<file path="config.mk">
export PLATFORM = sky130hd
export DESIGN_NAME = ctrl_fsm_gen2_flat
export DESIGN_NICKNAME = d
export VERILOG_FILES = /design/src/rtl/ctrl_fsm_gen2_if.sv /design/src/rtl/ctrl_fsm_gen2.sv /design/src/flat_wrapper.sv
export SDC_FILE = /design/constraint.sdc
export NUM_CORES = 1
export LEC_CHECK = 0
export BUFFER_PORTS_ARGS = -buffer_cell sky130_fd_sc_hd__buf_4
export CAP_MARGIN = 20
export CORE_MARGIN = 4
export CORE_UTILIZATION = 40
export DETAILED_ROUTE_END_ITERATION = 10
export GPL_TIMING_DRIVEN = 0
export MAX_ROUTING_LAYER = met4
export PLACE_DENSITY = 0.77
export SYNTH_ARGS = -nofsm -noshare
export SYNTH_HDL_FRONTEND = slang
export SYNTH_SLANG_ARGS = --single-unit
</file>
<file path="constraint.sdc">
create_clock -name Clk -period 2 [get_ports Clk]
set_input_delay 0.1 -clock Clk [delete_from_list [all_inputs] [get_ports Clk]]
set_output_delay 0.1 -clock Clk [all_outputs]
set_load 0.005 [all_outputs]
</file>
<file path="src/rtl/ctrl_fsm_gen2_if.sv">
// Bundle between the gen2 control FSM and the IR/PC/RF/ALU datapath.
// master = controller (drives controls, reads IRout/Ra_zero/Resume); slave = datapath.
interface ctrl_fsm_gen2_if #(
    parameter int DADDR_W = 8,
    parameter int RADDR_W = 4,
    parameter int PC_W    = 7,
    parameter int CNT_W   = 16
);
    localparam int INSTR_W = 4 + DADDR_W + RADDR_W;

    logic [INSTR_W-1:0] IRout;
    logic               Ra_zero;
    logic               Resume;
    logic               IR_ld;
    logic               PC_clr;
    logic               PC_up;
    logic               PC_ld;
    logic [PC_W-1:0]    PC_target;
    logic [DADDR_W-1:0] D_addr;
    logic               D_wr;
    logic [1:0]         RF_s;
    logic [DADDR_W-1:0] Imm;
    logic [RADDR_W-1:0] RF_W_addr;
    logic [RADDR_W-1:0] RF_Ra_addr;
    logic [RADDR_W-1:0] RF_Rb_addr;
    logic               RF_W_en;
    logic [2:0]         Alu_s0;
    logic               Halted;
    logic [3:0]         StateOut;
    logic [CNT_W-1:0]   InstrCount;

    modport master (
        input  IRout, Ra_zero, Resume,
        output IR_ld, PC_clr, PC_up, PC_ld, PC_target, D_addr, D_wr, RF_s, Imm,
               RF_W_addr, RF_Ra_addr, RF_Rb_addr, RF_W_en, Alu_s0, Halted,
               StateOut, InstrCount
    );

    modport slave (
        output IRout, Ra_zero, Resume,
        input  IR_ld, PC_clr, PC_up, PC_ld, PC_target, D_addr, D_wr, RF_s, Imm,
               RF_W_addr, RF_Ra_addr, RF_Rb_addr, RF_W_en, Alu_s0, Halted,
               StateOut, InstrCount
    );
endinterface

</file>
<file path="src/rtl/ctrl_fsm_gen2.sv">
// Gen2 multi-cycle controller: Moore outputs decoded from state + IRout, no handshake/backpressure.
// CTRL_BRANCH_EN adds JUMP/BRZ (opcodes 7/8); otherwise they decode as NOOP and PC_ld is tied low.
module ctrl_fsm_gen2 #(
    parameter int DADDR_W = 8,
    parameter int RADDR_W = 4,
    parameter int PC_W    = 7,
    parameter int CNT_W   = 16
) (
    input  logic            Clk,
    input  logic            Reset,
    ctrl_fsm_gen2_if.master bus
);
    localparam int INSTR_W = 4 + DADDR_W + RADDR_W;

    localparam logic [3:0] S_INIT   = 4'd0;
    localparam logic [3:0] S_FETCH  = 4'd1;
    localparam logic [3:0] S_DECODE = 4'd2;
    localparam logic [3:0] S_NOOP   = 4'd3;
    localparam logic [3:0] S_LOAD_A = 4'd4;
    localparam logic [3:0] S_LOAD_B = 4'd5;
    localparam logic [3:0] S_STORE  = 4'd6;
    localparam logic [3:0] S_ADD    = 4'd7;
    localparam logic [3:0] S_SUB    = 4'd8;
    localparam logic [3:0] S_HALT   = 4'd9;
    localparam logic [3:0] S_LOADI  = 4'd10;
`ifdef CTRL_BRANCH_EN
    localparam logic [3:0] S_JUMP   = 4'd11;
    localparam logic [3:0] S_BRZ    = 4'd12;
`endif

    logic [3:0]         r_state;
    logic [3:0]         w_next;
    logic [CNT_W-1:0]   r_cnt;

    logic [3:0]         w_opcode;
    logic [RADDR_W-1:0] w_dst;
    logic [RADDR_W-1:0] w_ra;
    logic [RADDR_W-1:0] w_rb;
    logic [DADDR_W-1:0] w_maddr_ld;
    logic [DADDR_W-1:0] w_maddr_st;

    logic               w_ir_ld;
    logic               w_pc_clr;
    logic               w_pc_up;
    logic [DADDR_W-1:0] w_d_addr;
    logic               w_d_wr;
    logic [1:0]         w_rf_s;
    logic [RADDR_W-1:0] w_w_addr;
    logic [RADDR_W-1:0] w_ra_addr;
    logic [RADDR_W-1:0] w_rb_addr;
    logic               w_w_en;
    logic [2:0]         w_alu;

    assign w_opcode   = bus.IRout[INSTR_W-1 -: 4];
    assign w_dst      = bus.IRout[RADDR_W-1:0];
    assign w_ra       = bus.IRout[DADDR_W+RADDR_W-1 -: RADDR_W];
    assign w_rb       = bus.IRout[2*RADDR_W-1 -: RADDR_W];
    assign w_maddr_ld = bus.IRout[RADDR_W +: DADDR_W];
    assign w_maddr_st = bus.IRout[DADDR_W-1:0];

    always_comb begin
        w_next = r_state;
        case (r_state)
            S_INIT:   w_next = S_FETCH;
            S_FETCH:  w_next = S_DECODE;
            S_DECODE: begin
                case (w_opcode)
                    4'd1:    w_next = S_STORE;
                    4'd2:    w_next = S_LOAD_A;
                    4'd3:    w_next = S_ADD;
                    4'd4:    w_next = S_SUB;
                    4'd5:    w_next = S_HALT;
                    4'd6:    w_next = S_LOADI;
`ifdef CTRL_BRANCH_EN
                    4'd7:    w_next = S_JUMP;
                    4'd8:    w_next = S_BRZ;
`endif
                    default: w_next = S_NOOP;
                endcase
            end
            S_LOAD_A: w_next = S_LOAD_B;
            S_HALT:   w_next = bus.Resume ? S_FETCH : S_HALT;
            // every remaining execute state is single-cycle and returns to FETCH
            default:  w_next = S_FETCH;
        endcase
    end

    always_ff @(posedge Clk or posedge Reset) begin
        if (Reset) begin
            r_state <= S_INIT;
        end else begin
            r_state <= w_next;
        end
    end

    always_ff @(posedge Clk or posedge Reset) begin
        if (Reset) begin
            r_cnt <= '0;
        end else if (r_state == S_INIT) begin
            r_cnt <= '0;
        end else if (r_state == S_DECODE && r_cnt != {CNT_W{1'b1}}) begin
            r_cnt <= r_cnt + CNT_W'(1);
        end
    end

    always_comb begin
        w_ir_ld   = 1'b0;
        w_pc_clr  = 1'b0;
        w_pc_up   = 1'b0;
        w_d_addr  = '0;
        w_d_wr    = 1'b0;
        w_rf_s    = 2'd0;
        w_w_addr  = '0;
        w_ra_addr = '0;
        w_rb_addr = '0;
        w_w_en    = 1'b0;
        w_alu     = 3'd2;
        case (r_state)
            S_INIT:  w_pc_clr = 1'b1;
            S_FETCH: begin
                w_ir_ld = 1'b1;
                w_pc_up = 1'b1;
            end
            S_LOAD_A, S_LOAD_B: begin
                w_d_addr = w_maddr_ld;
                w_rf_s   = 2'd1;
                w_w_addr = w_dst;
                w_w_en   = (r_state == S_LOAD_B);
            end
            S_STORE: begin
                w_ra_addr = w_ra;
                w_d_addr  = w_maddr_st;
                w_d_wr    = 1'b1;
            end
            S_ADD, S_SUB: begin
                w_ra_addr = w_ra;
                w_rb_addr = w_rb;
                w_w_addr  = w_dst;
                w_w_en    = 1'b1;
                w_alu     = (r_state == S_ADD) ? 3'd0 : 3'd1;
            end
            S_LOADI: begin
                w_rf_s   = 2'd2;
                w_w_addr = w_dst;
                w_w_en   = 1'b1;
            end
`ifdef CTRL_BRANCH_EN
            S_BRZ:   w_ra_addr = w_ra;
`endif
            default: ;
        endcase
    end

`ifdef CTRL_BRANCH_EN
    assign bus.PC_ld = (r_state == S_JUMP) || (r_state == S_BRZ && bus.Ra_zero);
`else
    logic w_unused_ra_zero;
    assign w_unused_ra_zero = bus.Ra_zero;
    assign bus.PC_ld        = 1'b0;
`endif

    assign bus.IR_ld      = w_ir_ld;
    assign bus.PC_clr     = w_pc_clr;
    assign bus.PC_up      = w_pc_up;
    assign bus.PC_target  = bus.IRout[PC_W-1:0];
    assign bus.D_addr     = w_d_addr;
    assign bus.D_wr       = w_d_wr;
    assign bus.RF_s       = w_rf_s;
    assign bus.Imm        = w_maddr_ld;
    assign bus.RF_W_addr  = w_w_addr;
    assign bus.RF_Ra_addr = w_ra_addr;
    assign bus.RF_Rb_addr = w_rb_addr;
    assign bus.RF_W_en    = w_w_en;
    assign bus.Alu_s0     = w_alu;
    assign bus.Halted     = (r_state == S_HALT);
    assign bus.StateOut   = r_state;
    assign bus.InstrCount = r_cnt;
endmodule

</file>
<file path="src/flat_wrapper.sv">
// flat-port wrapper written by rule: the top's interface ports become plain ports
module ctrl_fsm_gen2_flat 
#(
    parameter int DADDR_W = 8,
    parameter int RADDR_W = 4,
    parameter int PC_W    = 7,
    parameter int CNT_W   = 16
)
  (Clk, Reset, bus_IRout, bus_Ra_zero, bus_Resume, bus_IR_ld, bus_PC_clr, bus_PC_up, bus_PC_ld, bus_PC_target, bus_D_addr, bus_D_wr, bus_RF_s, bus_Imm, bus_RF_W_addr, bus_RF_Ra_addr, bus_RF_Rb_addr, bus_RF_W_en, bus_Alu_s0, bus_Halted, bus_StateOut, bus_InstrCount);
  ctrl_fsm_gen2_if #(.DADDR_W(DADDR_W), .RADDR_W(RADDR_W), .PC_W(PC_W), .CNT_W(CNT_W)) bus_i ();
  input  logic Clk;
  input  logic Reset;
  input wire logic [$bits(bus_i.IRout)-1:0] bus_IRout;
  input wire logic [$bits(bus_i.Ra_zero)-1:0] bus_Ra_zero;
  input wire logic [$bits(bus_i.Resume)-1:0] bus_Resume;
  output wire logic [$bits(bus_i.IR_ld)-1:0] bus_IR_ld;
  output wire logic [$bits(bus_i.PC_clr)-1:0] bus_PC_clr;
  output wire logic [$bits(bus_i.PC_up)-1:0] bus_PC_up;
  output wire logic [$bits(bus_i.PC_ld)-1:0] bus_PC_ld;
  output wire logic [$bits(bus_i.PC_target)-1:0] bus_PC_target;
  output wire logic [$bits(bus_i.D_addr)-1:0] bus_D_addr;
  output wire logic [$bits(bus_i.D_wr)-1:0] bus_D_wr;
  output wire logic [$bits(bus_i.RF_s)-1:0] bus_RF_s;
  output wire logic [$bits(bus_i.Imm)-1:0] bus_Imm;
  output wire logic [$bits(bus_i.RF_W_addr)-1:0] bus_RF_W_addr;
  output wire logic [$bits(bus_i.RF_Ra_addr)-1:0] bus_RF_Ra_addr;
  output wire logic [$bits(bus_i.RF_Rb_addr)-1:0] bus_RF_Rb_addr;
  output wire logic [$bits(bus_i.RF_W_en)-1:0] bus_RF_W_en;
  output wire logic [$bits(bus_i.Alu_s0)-1:0] bus_Alu_s0;
  output wire logic [$bits(bus_i.Halted)-1:0] bus_Halted;
  output wire logic [$bits(bus_i.StateOut)-1:0] bus_StateOut;
  output wire logic [$bits(bus_i.InstrCount)-1:0] bus_InstrCount;
  assign bus_i.IRout = bus_IRout;
  assign bus_i.Ra_zero = bus_Ra_zero;
  assign bus_i.Resume = bus_Resume;
  assign bus_IR_ld = bus_i.IR_ld;
  assign bus_PC_clr = bus_i.PC_clr;
  assign bus_PC_up = bus_i.PC_up;
  assign bus_PC_ld = bus_i.PC_ld;
  assign bus_PC_target = bus_i.PC_target;
  assign bus_D_addr = bus_i.D_addr;
  assign bus_D_wr = bus_i.D_wr;
  assign bus_RF_s = bus_i.RF_s;
  assign bus_Imm = bus_i.Imm;
  assign bus_RF_W_addr = bus_i.RF_W_addr;
  assign bus_RF_Ra_addr = bus_i.RF_Ra_addr;
  assign bus_RF_Rb_addr = bus_i.RF_Rb_addr;
  assign bus_RF_W_en = bus_i.RF_W_en;
  assign bus_Alu_s0 = bus_i.Alu_s0;
  assign bus_Halted = bus_i.Halted;
  assign bus_StateOut = bus_i.StateOut;
  assign bus_InstrCount = bus_i.InstrCount;
  ctrl_fsm_gen2 #(.DADDR_W(DADDR_W), .RADDR_W(RADDR_W), .PC_W(PC_W), .CNT_W(CNT_W)) u_core (.Clk(Clk), .Reset(Reset), .bus(bus_i));
endmodule
</file>
==> metrics.csv <==
stage,metric,value,unit
clock_network,H-tree depth,1,
pwr,VDD IR max,0.634,mV
yosys,"flops & latches, synth",20,
setup_path,CP max FO,7,
yosys,Synth Flop Type,dfrtp_1,
global_route,total global-route track usage,18.6,%
setup_path,critical path class,flop to flop,
sta,RSZ-0062 raised after global routing,true,
setup_path,"setup slack, reg-to-reg",-0.08,ns
route,Post-DRT Antenna Nets,0,
clock_network,clock sink count,20,
route,DRT Wirelength,4.84,mm
sta,skew final,0.00214,ns
floorplanning,Die X,69.4,µm
pwr,Static Leak,0.00118,µW
yosys,synth top area cells,"dfrtp_1 (33%), buf_4 (9.0%), a22o_1 (4.7%)",
route,WL/cell,14.7,µm
floorplanning,Core ar.,3660,µm²
clock_network,clk_lat worst skew,0.27,ns
global_route,largest net degree at the start of global routing,21,
clock_network,root buffer cell,clkbuf_8,
finish,n_diodes,0,
sta,Final Hold Viols,0,
sta,f_max,481,MHz
sta,setup slack after layout,-0.0771,ns
floorplanning,I/O pins,87,
pwr,PD cells,718,nW/µm²
yosys,Synth top area share,33.2,%
global_route,grt total ovfl,0,
route,Via-to-Cell Ratio,5.36,
flow_run,Max Cap Viol,0,
placement,HPWL after DPL,3.49,mm
finish,layout cells sized above 1,51.2,%
setup_path,WP data required,2.20,ns
yosys,mean post-synth cell area,8.42,µm²
placement,dpl cells,311,
outcome,violated checks,negative setup slack,
clock_network,total CTS buffers,3,
sta,Setup-failing EPs final,5,
finish,Post-layout nets,303,
sta,Slew headroom,50.1,%
floorplanning,Die Ht,69.4,µm
route,DRC,0,
route,Initial DRC Count,122,
finish,fillers,339,
sta,min Tclk post-route,2.08,ns
finish,area grow syn2layout,62.5,%
yosys,Synth Warn #,0,
finish,Finished Layout Cells,329,
clock_network,CTS Buffer Depth,2,
sta,Final Slew Violations,0,
outcome,status,"finished, violations left",
floorplanning,Starting Density,41.1,%
setup_path,critical path arrival,2.28,ns
yosys,Post-synth EDFFs,0,
yosys,Synth Instances,179,
placement,Setup WS pre-CTS,-0.347,ns
sta,post-route clock period utilization,104,%
hold_path,Hold Path Class,input port to flop,
yosys,most area-hungry cell type in the Yosys netlist,dfrtp_1,
yosys,Post-synth ARST share,100,%
route,drt first pass iters,4,
clock_network,CTS clock-pin slew for the worst setup and hold paths,0.08,ns
finish,flip-flop and latch area,503,µm²
global_route,initial antenna violation count,0,
global_route,first-pass GRT wire length,7.22,mm
floorplanning,row count,22,
sta,worst slew pin tran,0.748,ns
setup_path,CP startpoint kind,flop,
placement,port bufs,83,
yosys,Post-Synthesis Cell Area,1510,µm²
yosys,register area share after synthesis,33.2,%
global_route,vias in the first global route,1566,
floorplanning,die area,4810,µm²
placement,GP Congestion,0.909,
setup_path,Setup crit end kind,flop,
route,via count,1764,
yosys,number of distinct library cells after synthesis,41,
clock_network,CTS tree,yes,
finish,multi-input logic area,893,µm²
## per-stage QoR
stage          instance area [µm²]  hold slack (ns)  util [%]  TNS [ns]  power (µW)
2_1_floorplan                 1520           0.0638         -    -0.189         935
3_3_place_gp                  2200            0.283      60.1     -2.94        1280
3_5_place_dp                  2200            0.285      60.1     -3.15        1290
4_1_cts                       2350          0.00370      64.3    -0.404        1690
5_1_grt                       2450            0.126      66.8    -0.721        1870
6_report                      2450            0.102      66.8    -0.205        1760
## layout make-up
type | instances | area share (%)
tap | 48 | 2.45
timing repair buffer | 101 | 31.2
sequential | 20 | 20.6
buffer | 20 | 5.98
clock buffer | 4 | 2.25
inverter | 7 | 1.07
multi-input combinational | 129 | 36.5
## state kept, by name, indices dropped and copies added, names as in the netlist
signal / cells
u_core.bus.StateOut: 4
u_core.bus.InstrCount: 16
## cells in the final DEF (no fill, tap or decap), types with 6 or more instances in the layout
cell type / Yosys / final
buf_4: 18 / 118
dfrtp_1: 20 / 18
nor2_1: 12 / 11
nand2_1: 10 / 9
nor2b_1: 9 / 9
nor3_1: 9 / 8
a22o_1: 8 / 8
nand4_1: 6 / 6
nand2b_1: 6 / 6
inv_1: 7 / 6
a21oi_1: 8 / 6
## where the power goes
group,switching [µW],internal (µW)
Combinational,445,479
Sequential,52.6,459
Clock,145,176
## synth_stat cells (2+ instances only)
cell type  count
or4_1          6
dfrtp_1       20
nor3_1         9
nand3_1        4
nand2_1       10
o21a_1         4
o221ai_1       3
inv_1          7
o31ai_1        4
and3_1         2
nor4_1         5
nand2b_1       6
nor2_1        12
a21oi_1        8
a22o_1         8
a31o_2         2
buf_4         18
and2_1         4
o211ai_1       3
nor2b_1        9
mux2i_1        3
clkbuf_1       2
xnor2_1        3
or3_1          2
o21ai_0        4
nand4_1        6
## logic make-up (layout without fill, tap and decap cells)
group	count (synthesis)	after routing	share of synthesized area, %
AO/OA/AOI/OAI	41	41	19.8
XOR/XNOR	3	3	1.74
adder cells (fa/ha/maj)	1	1	0.830
buffers and inverters	31	132	12.9
flip-flops	20	20	33.2
multiplexers	3	3	1.99
other	1	2	0.249
AND/OR/NAND/NOR	79	79	29.3
## worst paths after layout
kind	start	cells after the start	endpoint
max in group asynchronous	Reset	3	u_core.bus.StateOut[3]
worst min-delay path	bus_IRout[15]	3	u_core.bus.StateOut[1]
worst min register to register	u_core.bus.InstrCount[4]	1	u_core.bus.InstrCount[4]
worst max-delay path	u_core.bus.StateOut[3]	4	u_core.bus.InstrCount[11]
min in group asynchronous	Reset	3	u_core.bus.StateOut[0]
worst max register to register	u_core.bus.StateOut[3]	4	u_core.bus.InstrCount[11]
## layer usage
layer  track usage, %  share of wire, %  routed length [µm]
met1             22.9                41                1980
met2             30.6                51                2460
met3             3.77               7.1                 343
met4             5.42               1.2                  57
met5                -                 0                   0
## timing repair
action                     CTS  global route
hold endpoints to repair     2             1
pin swaps                    2             2
hold buffers                 1             1
resized for setup            7            14
buffers inserted             9             7
setup endpoints to repair   22            26
## critical path, stage by stage (launching register included)
cell and delay [ns]:
dfrtp_2 0.44, or4b_4 0.57, or3_4 0.44, or4_4 0.43, a21oi_2 0.13
Note: power is estimated with default switching activity, not from simulation.
